### config.mk
export PLATFORM = sky130hd
export DESIGN_NAME = cdf_accumulate
export DESIGN_NICKNAME = d
export VERILOG_FILES = /design/src/rtl/cdf_accumulate.sv
export SDC_FILE = /design/constraint.sdc
export NUM_CORES = 1
export LEC_CHECK = 0
export BUFFER_PORTS_ARGS = -buffer_cell sky130_fd_sc_hd__buf_2
export CELL_PAD_IN_SITES_DETAIL_PLACEMENT = 1
export CELL_PAD_IN_SITES_GLOBAL_PLACEMENT = 2
export CORE_MARGIN = 2
export CORE_UTILIZATION = 31
export CTS_CLUSTER_DIAMETER = 150
export CTS_CLUSTER_SIZE = 8
export DETAILED_ROUTE_END_ITERATION = 6
export PLACE_DENSITY = 0.82
export SLEW_MARGIN = 25
export SYNTH_ARGS = -nofsm -noshare
export SYNTH_HDL_FRONTEND = slang
export SYNTH_SLANG_ARGS = --single-unit
### constraint.sdc
create_clock -name clock -period 4.7 [get_ports clock]
set_input_delay 0.47 -clock clock [delete_from_list [all_inputs] [get_ports clock]]
set_output_delay 0.47 -clock clock [all_outputs]
set_load 0.02 [all_outputs]
### src/rtl/cdf_accumulate.sv
// -----------------------------------------------------------------------------
// cdf_accumulate
//   Running-sum stage of the CDF pipeline. Turns a stream of histogram bin
//   counts into cumulative counts, one result per bin, each tagged with its
//   store address. The block handles frame delimiting, valid/ready
//   backpressure, overflow detection and capture of the minimum non-zero CDF
//   value (the first non-zero cumulative result of the frame).
//
//   Optional feature macro: CDF_ACC_SAT_EN
//     defined   : on carry out the result clamps to 2^ACC_W-1 and stays there
//                 until the next frame start
//     undefined : the result wraps modulo 2^ACC_W
//     overflow is flagged in both builds.
//
// Parameters
//   DATA_W  incoming bin count width
//   ACC_W   accumulator / result width (must be >= DATA_W)
//   ADDR_W  store address width
//
// Ports
//   clock, reset_n            rising-edge clock, async active-low reset
//   in_valid/in_ready         input handshake
//   in_first/in_last          frame delimiters of the input beat
//   in_data, in_addr          bin count and its store address
//   out_valid/out_ready       output handshake
//   out_acc, out_addr         cumulative count and address of the beat
//   out_last                  result belongs to the last bin of the frame
//   done                      one-cycle pulse with the out_last result
//   cdf_min, cdf_min_valid    first non-zero result of the frame
//   overflow                  sticky per frame: sum exceeded 2^ACC_W-1
//   frame_err                 sticky per frame: in_first seen mid-frame
// -----------------------------------------------------------------------------
module cdf_accumulate #(
   parameter int DATA_W = 16,
   parameter int ACC_W  = 24,
   parameter int ADDR_W = 16
) (
   input  logic              clock,
   input  logic              reset_n,
   input  logic              in_valid,
   output logic              in_ready,
   input  logic              in_first,
   input  logic              in_last,
   input  logic [DATA_W-1:0] in_data,
   input  logic [ADDR_W-1:0] in_addr,
   output logic              out_valid,
   input  logic              out_ready,
   output logic [ACC_W-1:0]  out_acc,
   output logic [ADDR_W-1:0] out_addr,
   output logic              out_last,
   output logic              done,
   output logic [ACC_W-1:0]  cdf_min,
   output logic              cdf_min_valid,
   output logic              overflow,
   output logic              frame_err
);

   localparam logic [0:0] IDLE  = 1'b0;
   localparam logic [0:0] ACCUM = 1'b1;

   logic [0:0]       state;
   logic             accept;
   logic             frame_start;
   logic [ACC_W-1:0] acc_base;
   logic [ACC_W:0]   sum;
   logic             carry;
   logic [ACC_W-1:0] result;
   logic             result_nz;

   // The output register doubles as the accumulator: it only changes on an
   // accepted beat, and a beat can only be accepted once the previous result
   // has left (or is leaving), so its value is always the running sum.
   assign in_ready    = !out_valid || out_ready;
   assign accept      = in_valid && in_ready;
   assign frame_start = accept && ((state == IDLE) || in_first);

   assign acc_base = frame_start ? '0 : out_acc;
   assign sum      = {1'b0, acc_base} + {{(ACC_W + 1 - DATA_W){1'b0}}, in_data};
   assign carry    = sum[ACC_W];

`ifdef CDF_ACC_SAT_EN
   // A clamped accumulator sits at all-ones, so any later non-zero addend
   // carries again and re-clamps; adding zero keeps all-ones unchanged.
   assign result = carry ? {ACC_W{1'b1}} : sum[ACC_W-1:0];
`else
   assign result = sum[ACC_W-1:0];
`endif

   assign result_nz = |result;

   // Frame state
   always_ff @(posedge clock or negedge reset_n) begin
      if (!reset_n) begin
         state <= IDLE;
      end else if (accept) begin
         state <= in_last ? IDLE : ACCUM;
      end
   end

   // Result registers; they hold while stalled
   always_ff @(posedge clock or negedge reset_n) begin
      if (!reset_n) begin
         out_valid <= 1'b0;
         out_acc   <= '0;
         out_addr  <= '0;
         out_last  <= 1'b0;
      end else if (accept) begin
         out_valid <= 1'b1;
         out_acc   <= result;
         out_addr  <= in_addr;
         out_last  <= in_last;
      end else if (out_ready) begin
         out_valid <= 1'b0;
      end
   end

   // done marks the arrival of the last result, independent of out_ready
   always_ff @(posedge clock or negedge reset_n) begin
      if (!reset_n) begin
         done <= 1'b0;
      end else begin
         done <= accept && in_last;
      end
   end

   // Per-frame status: a frame start restarts all sticky flags from the
   // current beat's own contribution.
   always_ff @(posedge clock or negedge reset_n) begin
      if (!reset_n) begin
         overflow  <= 1'b0;
         frame_err <= 1'b0;
      end else if (frame_start) begin
         overflow  <= carry;
         frame_err <= (state == ACCUM) && in_first;
      end else if (accept && carry) begin
         overflow  <= 1'b1;
      end
   end

   // Minimum non-zero CDF: the running sum is monotonic (or clamps), so the
   // first non-zero result is the minimum. cdf_min keeps its old value
   // across a frame start; only the valid flag is cleared.
   always_ff @(posedge clock or negedge reset_n) begin
      if (!reset_n) begin
         cdf_min       <= '0;
         cdf_min_valid <= 1'b0;
      end else if (frame_start) begin
         cdf_min_valid <= result_nz;
         if (result_nz) cdf_min <= result;
      end else if (accept && !cdf_min_valid && result_nz) begin
         cdf_min_valid <= 1'b1;
         cdf_min       <= result;
      end
   end

endmodule
==> metrics.txt, run 1 <==
largest net degree at the start of global routing=53; Final Max Tran Viols=0; Worst-path clk slew=0.06 ns; n_diodes=0; R2R Setup Slk=0.39 ns; Setup crit start kind=flop; vias per inst=4.98; DPL Wire Length=9410 µm; Clk pwr share=0.237; WS Path Type=reg2reg; Primary FF master, synth=dfrtp_1; max cap viols=0; initial antenna violation count=0; Max-slew headroom=0.535; share of cells above drive strength 1=0.277; switching part of the total=0.423; post-synth net total=505; worst min-delay path class=in2async; Worst path slowest cell=a2111o_1; Leak=2.62 nW; # hold bufs at CTS=0; core area=12700 µm²; die area=14000 µm²; DRT Pass-1 Iters=4; Via Count=3672; CTS resizes=0; Die Height=118 µm; most numerous cell in the Yosys netlist=nand2_1; unrepaired setup endpoints after global routing=no; Boundary Pins=109; fill count=1534; DRC=0; PD cells=631 nW/µm²; Placement Rows=41; FF-to-FF Start=state$_DFFE_PN0P_; Tightest Pin Transition=0.698 ns; total global-route track usage=0.184; Register Area=1780 µm²; crit path cell chain=nand2b_1, nand3_1, buf_4, and2_1, ha_1, a41oi_1, a2111o_1, a211oi_2, a211oi_1, a211oi_1, nand4_1, o31a_1, buf_4, mux2_4; fmax=232 MHz; gpl congestion=0.880; leading area contributor after synthesis=dfrtp_1; Synth Register Bits=71; Synth top area share=0.439; crit path capture type=flop; clk buf depth=2; FF-to-FF End=cdf_min[16]$_DFFE_PN0P_; WL final=12600 µm; placed cells=722; initial drt markers=134; Routed Antenna Nets=0; first-pass GRT wire length=20500 µm; vias in the first global route=3914; Yosys cell types=51; Logic pwr share=0.476; Final Hold Viols=0; CP startpoint=state$_DFFE_PN0P_; die width=118 µm; status=finished clean; worst path arrival time=4.53 ns; gr ovfl total=0; worst-path fanout max=16; final cell count without fillers=738; NetSw=1.38 mW; register area share after synthesis=0.439; asr flop ratio synth=1.00; H-tree levels=3; Tmin final=4.31 ns; Seq pwr share=0.287; Mapped Area=4050 µm²; Util after Layout=0.407; CTS tree=done; Area Growth Syn to Fin=27.4%; area of the multi-input gates=2120 µm²; Worst EP required=4.92 ns; Peak VDD IR=0.215 mV; final net count=616; Root Driver=clkbuf_16; Post-synth top cells=120 x nand2_1, 71 x dfrtp_1, 25 x a21oi_1, 25 x o21ai_0, 19 x and2_1; Worst R2R Path Depth=14; Buffers on Ports=108; buffer count from post-CTS setup fixing=0; post-route setup TNS=0 ns; final setup violating endpoints=0; Synth Warn #=0; internal power=1.88 mW; clock sink count=71; Mean Syn Cell Area=9.00 µm²; Post-synth EDFFs=0; CP max stage delay=0.52 ns; worst skew pair latency=0.34 ns; Tcrit/Tclk final=0.916; Max Clock Skew=0.00795 ns; cts bufs inserted=9; Syn Inst Count=450; drt wl/cell=17.0 µm; Initial Util=0.320; ranking of synthesized cells by area=dfrtp_1 44%, nand2_1 11%, ha_1 4.9%, a21oi_1 3.1%, o21ai_0 3.1%
[state kept, by name, indices dropped and copies added (netlist names)]
| signal | flops |
|---|---|
| cdf_min | 24 |
| out_last | 1 |
| out_acc | 24 |
| out_valid | 1 |
| done | 1 |
| out_addr | 16 |
| state | 1 |
| frame_err | 1 |
| cdf_min_valid | 1 |
| overflow | 1 |
[final cells by class]
type	count	area share
multi-input cells	340	0.410
flip-flops and latches	71	0.344
repair buffers	121	0.124
clock buffers	12	0.0517
well taps	172	0.0417
clock inverters	4	0.0148
inverters	18	0.0131
[kinds of logic (layout without fill, tap and decap cells)]
family / after synthesis / in the layout / share of synthesized area
compound gates: 88 / 88 / 0.140
flops: 71 / 71 / 0.439
xor+xnor: 17 / 17 / 0.0368
buf+inv: 39 / 155 / 0.0392
mux: 24 / 24 / 0.0708
fa+ha+maj: 17 / 17 / 0.0544
simple gates: 194 / 194 / 0.220
[cell usage in the layout (no fill, tap or decap), types with 3 or more instances in the layout]
master     synthesis  routed
nand2_1          120     119
buf_2              4     107
dfrtp_1           71      71
a21oi_1           25      25
o21ai_0           25      25
and2_1            19      19
inv_1             18      18
ha_1              16      16
buf_4              0      14
mux2i_1           11      11
nand3_1            9       9
xnor2_1            9       9
nand4_1            9       9
clkbuf_16          0       9
xor2_1             8       8
nor2_1             8       8
mux2_4             8       8
a21o_1             7       7
mux2_2             5       5
nand2b_1           4       4
and3_1             4       4
a211oi_1           4       4
nor3_1             4       4
nor2b_1            4       4
o211ai_1           3       3
a31oi_1            3       3
clkbuf_8           0       3
[critical path: cells and delay by family (launching register included)]
family | cells | cell delay, ns
simple gates | 4 | 0.65
fa+ha+maj | 1 | 0.39
compound gates | 6 | 1.99
mux | 1 | 0.32
flops | 1 | 0.39
buf+inv | 2 | 0.44
[worst max-delay path by stage]
stage                     slack, ns                      end
after detailed placement       0.23  cdf_min[12]$_DFFE_PN0P_
after CTS                      0.39  cdf_min[20]$_DFFE_PN0P_
final                          0.39  cdf_min[16]$_DFFE_PN0P_
after global placement         0.28   cdf_min[0]$_DFFE_PN0P_
after global routing           0.04   cdf_min[4]$_DFFE_PN0P_
after floorplan                0.08  cdf_min[12]$_DFFE_PN0P_
[power groups by stage]
stage	Combinational (mW)	Clock [mW]	Sequential [mW]
CTS	1.56	0.794	0.938
finish	1.55	0.773	0.934
global route	1.69	0.818	0.960
floorplan	0.820	0	1.14
detailed placement	1.54	0	0.945
global placement	1.51	0	0.942
[per-stage QoR]
| step | instance area, µm² | total power [mW] | hold slack (ns) | setup slack, ns |
|---|---|---|---|---|
| floorplan | 4050 | 1.96 | 0.174 | 0.0765 |
| global placement | 4810 | 2.45 | 0.453 | 0.284 |
| detailed placement | 4810 | 2.49 | 0.458 | 0.229 |
| CTS | 5160 | 3.29 | 0.307 | 0.390 |
| global route | 5160 | 3.47 | 0.174 | 0.0404 |
| finish | 5160 | 3.26 | 0.121 | 0.394 |
[layer usage]
layer	track usage	part of all wire
met1	0.231	0.46
met2	0.310	0.48
met3	0.0444	0.049
met4	0.0625	0.013
met5	0	0
No activity file was read; power rests on OpenSTA's default activity.
==> run 2: changes to the inputs <==
==> constraint.sdc (replaced) <==
create_clock -name clock -period 4 [get_ports clock]
set_input_delay 0.4 -clock clock [delete_from_list [all_inputs] [get_ports clock]]
set_output_delay 0.4 -clock clock [all_outputs]
set_load 0.02 [all_outputs]
==> metrics.txt, run 2 (synthesis results as in run 1) <==
FF-to-FF Start=state$_DFFE_PN0P_ (unchanged); unrepaired setup endpoints after global routing=yes (was no); Boundary Pins=109 (unchanged); Worst EP required=4.23 ns (was 4.92 ns); status=finished with violations (was finished clean); Via Count=3887 (was 3672); n_diodes=0 (unchanged); clk buf depth=2 (unchanged); worst skew pair latency=0.34 ns (about the same); crit path capture type=flop (unchanged); total global-route track usage=0.196 (was 0.184); DPL Wire Length=10100 µm (was 9410 µm); commonest non-fill, non-tap cell in the layout=nand2_1 (unchanged); WHS=0.0622 ns (was 0.121 ns); Buffers on Ports=108 (unchanged); fmax=249 MHz (was 232 MHz); CP startpoint=state$_DFFE_PN0P_ (unchanged); Final Hold Viols=0 (unchanged); final instance area=5710 µm² (was 5160 µm²); CTS tree=done (unchanged); worst-path fanout max=7 (was 16); core area=12700 µm² (unchanged); Power Total=4.12 mW (was 3.26 mW); fill count=1513 (was 1534); DRC=0 (unchanged); Routed Antenna Nets=0 (unchanged); Setup crit start kind=flop (unchanged); Placement Rows=41 (unchanged); Root Driver=clkbuf_16 (unchanged); Final Max Tran Viols=0 (unchanged); Tmin final=4.01 ns (was 4.31 ns); Tightest Pin Transition=0.703 ns (was 0.698 ns); initial drt markers=169 (was 134); PnR worst setup slack=-0.0147 ns (was 0.394 ns); Seq pwr share=0.269 (was 0.287); Max Clock Skew=0.00669 ns (was 0.00795 ns); max cap viols=0 (unchanged); largest net degree at the start of global routing=53 (unchanged); drt wl/cell=17.3 µm (was 17.0 µm); failing checks=negative setup slack; worst min-delay path class=in2async (unchanged); die area=14000 µm² (unchanged); worst slack, placed=-0.296 ns (was 0.229 ns); vias in the first global route=4169 (was 3914); gpl congestion=0.913 (was 0.880); NetSw=1.79 mW (was 1.38 mW); cts bufs inserted=9 (unchanged); WS Path Type=reg2reg (unchanged); Tcrit/Tclk final=1.00 (was 0.916); internal power=2.32 mW (was 1.88 mW); PD cells=720 nW/µm² (was 631 nW/µm²); Largest regs=cdf_min (24), out_acc (24), out_addr (16) (unchanged); Cell Area, Placed=5150 µm² (was 4810 µm²); gr ovfl total=0 (unchanged); switching part of the total=0.435 (was 0.423); Max-slew headroom=0.531 (was 0.535); Util after Layout=0.451 (was 0.407); # hold bufs at CTS=0 (unchanged); worst path arrival time=4.24 ns (was 4.53 ns); Area Growth Syn to Fin=41.1% (was 27.4%); vias per inst=4.95 (was 4.98); commonest non-fill, non-tap cells in the layout=120 x nand2_1, 107 x buf_2, 70 x dfrtp_1, 55 x buf_4, 21 x o21ai_0 (was 119 x nand2_1, 107 x buf_2, 71 x dfrtp_1, 25 x a21oi_1, 25 x o21ai_0); Peak VDD IR=0.256 mV (was 0.215 mV); final cell count without fillers=785 (was 738); final net count=663 (was 616); Clk pwr share=0.185 (was 0.237); Logic pwr share=0.546 (was 0.476); Die Height=118 µm (unchanged); initial antenna violation count=0 (unchanged); clock sink count=71 (unchanged); Worst-path clk slew=0.06 ns (about the same); DRT Pass-1 Iters=4 (unchanged); share of cells above drive strength 1=0.378 (was 0.277); die width=118 µm (unchanged); H-tree levels=3 (unchanged); Initial Util=0.320 (unchanged); WL final=13600 µm (was 12600 µm); placed cells=759 (was 722); Leak=2.89 nW (was 2.62 nW); post-route setup TNS=-0.0147 ns (was 0 ns); first-pass GRT wire length=21500 µm (was 20500 µm); final setup violating endpoints=1 (was 0)
[run 2: changes by cell type in the layout (fill, tap and decap cells not counted), sizes merged]
| cell | delta |
|---|---|
| inv | +4 |
| buf | +46 |
| clkinvlp | +1 |
| clkbuf | -2 |
| bufinv | -2 |
[run 2: metal layers]
| metal | GRT usage | share of wire |
|---|---|---|
| met2 | 0.319 | 0.48 |
| met3 | 0.0439 | 0.043 |
| met1 | 0.249 | 0.45 |
| met4 | 0.0836 | 0.028 |
| met5 | 0 | 0 |
[run 2: worst paths after layout]
kind | endpoint | slack (ns) | depth (start not counted)
min in group clock | out_addr[11]$_DFFE_PN0P_ | 0.25 | 3
hold / removal | out_addr[15]$_DFFE_PN0P_ | 0.06 | 1
max in group asynchronous | out_valid$_DFFE_PN0P_ | 3.10 | 2
hold reg to reg | out_addr[5]$_DFFE_PN0P_ | 0.47 | 2
setup reg to reg | cdf_min[1]$_DFFE_PN0P_ | -0.01 | 18
setup / recovery | cdf_min[1]$_DFFE_PN0P_ | -0.01 | 18
[run 2: what timing repair did]
action / in CTS / in global routing
pin swaps: 4 / 11
gates cloned: 0 / 1
endpoints found under the setup margin: 23 / 23
gates resized for setup: 8 / 30
buffers inserted: 2 / 7
hold endpoints to repair: 0 / 0
[run 2: cell type report]
class / instances / area (µm²) / share of cell area
Multi-Input combinational cell: 340 / 2320 / 0.406
Sequential cell: 71 / 1780 / 0.311
Timing Repair Buffer: 168 / 1060 / 0.185
Clock buffer: 9 / 225 / 0.0394
Tap cell: 172 / 215 / 0.0377
Inverter: 18 / 67.6 / 0.0118
Clock inverter: 7 / 55.1 / 0.00963
[run 2: critical path, cell delays in order, from the launching register on]
cell and delay (ns):
dfrtp_1 0.40, nand2b_1 0.16, nand3_4 0.14, buf_6 0.16
and2_4 0.16, ha_4 0.28, buf_4 0.11, o211ai_1 0.10
buf_4 0.17, o211ai_4 0.32, nand2_4 0.11, a211oi_4 0.31
buf_4 0.16, buf_4 0.11, nor2b_4 0.15, xnor2_2 0.13
o31a_1 0.36, clkbuf_16 0.24, mux2_2 0.32
[run 2: power by group through the flow]
stage | combinational (mW) | clock [mW] | sequential [mW]
3_5_place_dp | 2.05 | 0 | 1.12
5_1_grt | 2.44 | 0.820 | 1.14
6_report | 2.25 | 0.763 | 1.11
2_1_floorplan | 0.977 | 0 | 1.34
3_3_place_gp | 2.00 | 0 | 1.11
4_1_cts | 2.13 | 0.786 | 1.11
==> run 3: changes to the inputs <==
--- a/config.mk
+++ b/config.mk
@@ -9,11 +9,11 @@
 export CELL_PAD_IN_SITES_DETAIL_PLACEMENT = 1
 export CELL_PAD_IN_SITES_GLOBAL_PLACEMENT = 2
 export CORE_MARGIN = 2
-export CORE_UTILIZATION = 31
+export CORE_UTILIZATION = 34
 export CTS_CLUSTER_DIAMETER = 150
 export CTS_CLUSTER_SIZE = 8
 export DETAILED_ROUTE_END_ITERATION = 6
-export PLACE_DENSITY = 0.82
+export PLACE_DENSITY = 0.88
 export SLEW_MARGIN = 25
 export SYNTH_ARGS = -nofsm -noshare
 export SYNTH_HDL_FRONTEND = slang
==> constraint.sdc (replaced) <==
create_clock -name clock -period 4.86 [get_ports clock]
set_input_delay 0.486 -clock clock [delete_from_list [all_inputs] [get_ports clock]]
set_output_delay 0.486 -clock clock [all_outputs]
set_load 0.02 [all_outputs]
==> metrics.txt, run 3 (synthesis results as in run 1) <==
status=finished with violations (unchanged); failing checks=design-rule violations (was negative setup slack); unrepaired setup endpoints after global routing=no (was yes); Worst EP required=5.08 ns (was 4.23 ns); final net count=611 (was 663); Final Hold Viols=0 (unchanged); vias per inst=5.19 (was 4.95); max cap viols=0 (unchanged); crit path capture type=flop (unchanged); PD cells=604 nW/µm² (was 720 nW/µm²); Tcrit/Tclk final=0.932 (was 1.00); final setup violating endpoints=0 (was 1); commonest non-fill, non-tap cell in the layout=nand2_1 (unchanged); PnR worst setup slack=0.332 ns (was -0.0147 ns); Root Driver=clkbuf_16 (unchanged); Routed Antenna Nets=0 (unchanged); Tmin final=4.53 ns (was 4.01 ns); Die Height=113 µm (was 118 µm); fmax=221 MHz (was 249 MHz); CP max stage delay=0.48 ns (was 0.40 ns); WL final=12200 µm (was 13600 µm); H-tree levels=3 (unchanged); drt wl/cell=17.4 µm (was 17.3 µm); DRT Pass-1 Iters=6 (was 4); Max Clock Skew=0.00998 ns (was 0.00669 ns); DRC=3 (was 0); FF-to-FF Start=out_valid$_DFFE_PN0P_ (was state$_DFFE_PN0P_); Setup crit start kind=flop (unchanged); total global-route track usage=0.196 (about the same); first-pass GRT wire length=19900 µm (was 21500 µm); Largest regs=cdf_min (24), out_acc (24), out_addr (16) (unchanged); largest net degree at the start of global routing=72 (was 53); share of cells above drive strength 1=0.271 (was 0.378); R2R Setup Slk=0.33 ns (was -0.01 ns); Boundary Pins=109 (unchanged); cts bufs inserted=9 (unchanged); Peak VDD IR=0.181 mV (was 0.256 mV); worst-path fanout max=25 (was 7); Buffers on Ports=108 (unchanged); die width=113 µm (was 118 µm); n_diodes=0 (unchanged); Initial Util=0.352 (was 0.320); Area Growth Syn to Fin=24.3% (was 41.1%); Worst R2R Path Depth=14 (was 18); buffer count from post-CTS setup fixing=0 (was 2); post-route setup TNS=0 ns (was -0.0147 ns); clock sink count=71 (unchanged); Placement Rows=39 (was 41); initial antenna violation count=0 (unchanged); Max-slew headroom=0.382 (was 0.531); Register Area=1780 µm² (about the same); # hold bufs at CTS=0 (unchanged); crit path cell chain=nand2b_1, nand3_1, buf_4, and2_1, ha_1, nand4_1, a2111o_1, a211oi_2, a211oi_1, a211oi_1, nand4_1, o31a_1, buf_4, mux2_4 (was nand2b_1, nand3_4, buf_6, and2_4, ha_4, buf_4, o211ai_1, buf_4, o211ai_4, nand2_4, a211oi_4, buf_4, buf_4, nor2b_4, xnor2_2, o31a_1, clkbuf_16, mux2_2); worst path arrival time=4.75 ns (was 4.24 ns); WS Path Type=reg2reg (unchanged); worst skew pair latency=0.34 ns (about the same); fill count=1409 (was 1513); gpl congestion=0.849 (was 0.913); vias in the first global route=3886 (was 4169); Final Max Tran Viols=0 (unchanged); initial drt markers=119 (was 169); commonest non-fill, non-tap cells in the layout=120 x nand2_1, 107 x buf_2, 71 x dfrtp_1, 25 x a21oi_1, 25 x o21ai_0 (was 120 x nand2_1, 107 x buf_2, 70 x dfrtp_1, 55 x buf_4, 21 x o21ai_0); gr ovfl total=0 (unchanged); clk buf depth=2 (unchanged); worst min-delay path class=in2async (unchanged); Leak=2.56 nW (was 2.89 nW); die area=12800 µm² (was 14000 µm²); Power Total=3.04 mW (was 4.12 mW); FF-to-FF End=cdf_min[16]$_DFFE_PN0P_ (was cdf_min[1]$_DFFE_PN0P_); area of the multi-input gates=2120 µm² (was 2320 µm²); Worst path slowest cell=a2111o_1 (was dfrtp_1); Tightest Pin Transition=0.927 ns (was 0.703 ns); Worst-path clk slew=0.07 ns (was 0.06 ns); DPL Wire Length=8870 µm (was 10100 µm); Util after Layout=0.437 (was 0.451); core area=11500 µm² (was 12700 µm²); Via Count=3653 (was 3887); worst slack, placed=0.186 ns (was -0.296 ns); CTS tree=done (unchanged)
## run 3: changes by cell type in the layout (fill, tap and decap cells not counted), moves of 3 or more
cell and change:
a21oi_2 -5, and2_4 -3, a21oi_1 +5, ha_1 +4, o21ai_0 +4, and2_1 +3
o21ai_2 -3, ha_4 -4, buf_4 -46, buf_12 -3
## run 3: repair_timing
action / CTS / global route
hold endpoints to repair: 0 / 0
gates resized for setup: 0 / 1
setup endpoints to repair: 0 / 9
## run 3: how the worst max path moves through the flow
stage / start / end / slack, ns / cells after the start
floorplan: out_ready / cdf_min[12]$_DFFE_PN0P_ / 0.22 / 18
global placement: out_ready / cdf_min[16]$_DFFE_PN0P_ / 0.26 / 15
detailed placement: out_ready / cdf_min[4]$_DFFE_PN0P_ / 0.19 / 15
CTS: out_valid$_DFFE_PN0P_ / cdf_min[20]$_DFFE_PN0P_ / 0.38 / 14
global route: out_valid$_DFFE_PN0P_ / cdf_min[17]$_DFFE_PN0P_ / 0.01 / 14
finish: out_valid$_DFFE_PN0P_ / cdf_min[16]$_DFFE_PN0P_ / 0.33 / 14
## run 3: area by class of cell
cell class / count / area share
Sequential cell: 71 / 0.353
Inverter: 18 / 0.0134
Timing Repair Buffer: 116 / 0.120
Clock inverter: 7 / 0.0122
Tap cell: 143 / 0.0356
Clock buffer: 9 / 0.0448
Multi-Input combinational cell: 340 / 0.421
## run 3: through the flow
step | std cells | hold slack (ns) | instance area (µm²)
floorplan | 450 | 0.190 | 4050
global placement | 688 | 0.456 | 4740
detailed placement | 688 | 0.457 | 4740
CTS | 704 | 0.315 | 5030
global route | 704 | 0.339 | 5030
finish | 704 | 0.272 | 5030
## run 3: power breakdown
| group | switching [mW] | internal [mW] |
|---|---|---|
| clock | 0.288 | 0.356 |
| combinational | 0.932 | 0.558 |
| sequential | 0.138 | 0.769 |
## run 3: critical path: cells and delay by family, from the launching register on
family	cells	cell delay [ns]
AND/OR/NAND/NOR	5	1.00
flip-flops	1	0.37
adder cells (fa/ha/maj)	1	0.44
multiplexers	1	0.34
buffers and inverters	2	0.54
AO/OA/AOI/OAI	5	1.70
## run 3: routing by layer
| metal | vias up | global-route usage | routed length [µm] |
|---|---|---|---|
| met5 | - | 0 | 0 |
| met4 | 0 | 0.0829 | 264 |
| met3 | 22 | 0.0477 | 694 |
| met2 | 112 | 0.312 | 5630 |
| met1 | 1762 | 0.257 | 5630 |
| li1 | 1757 | - | - |
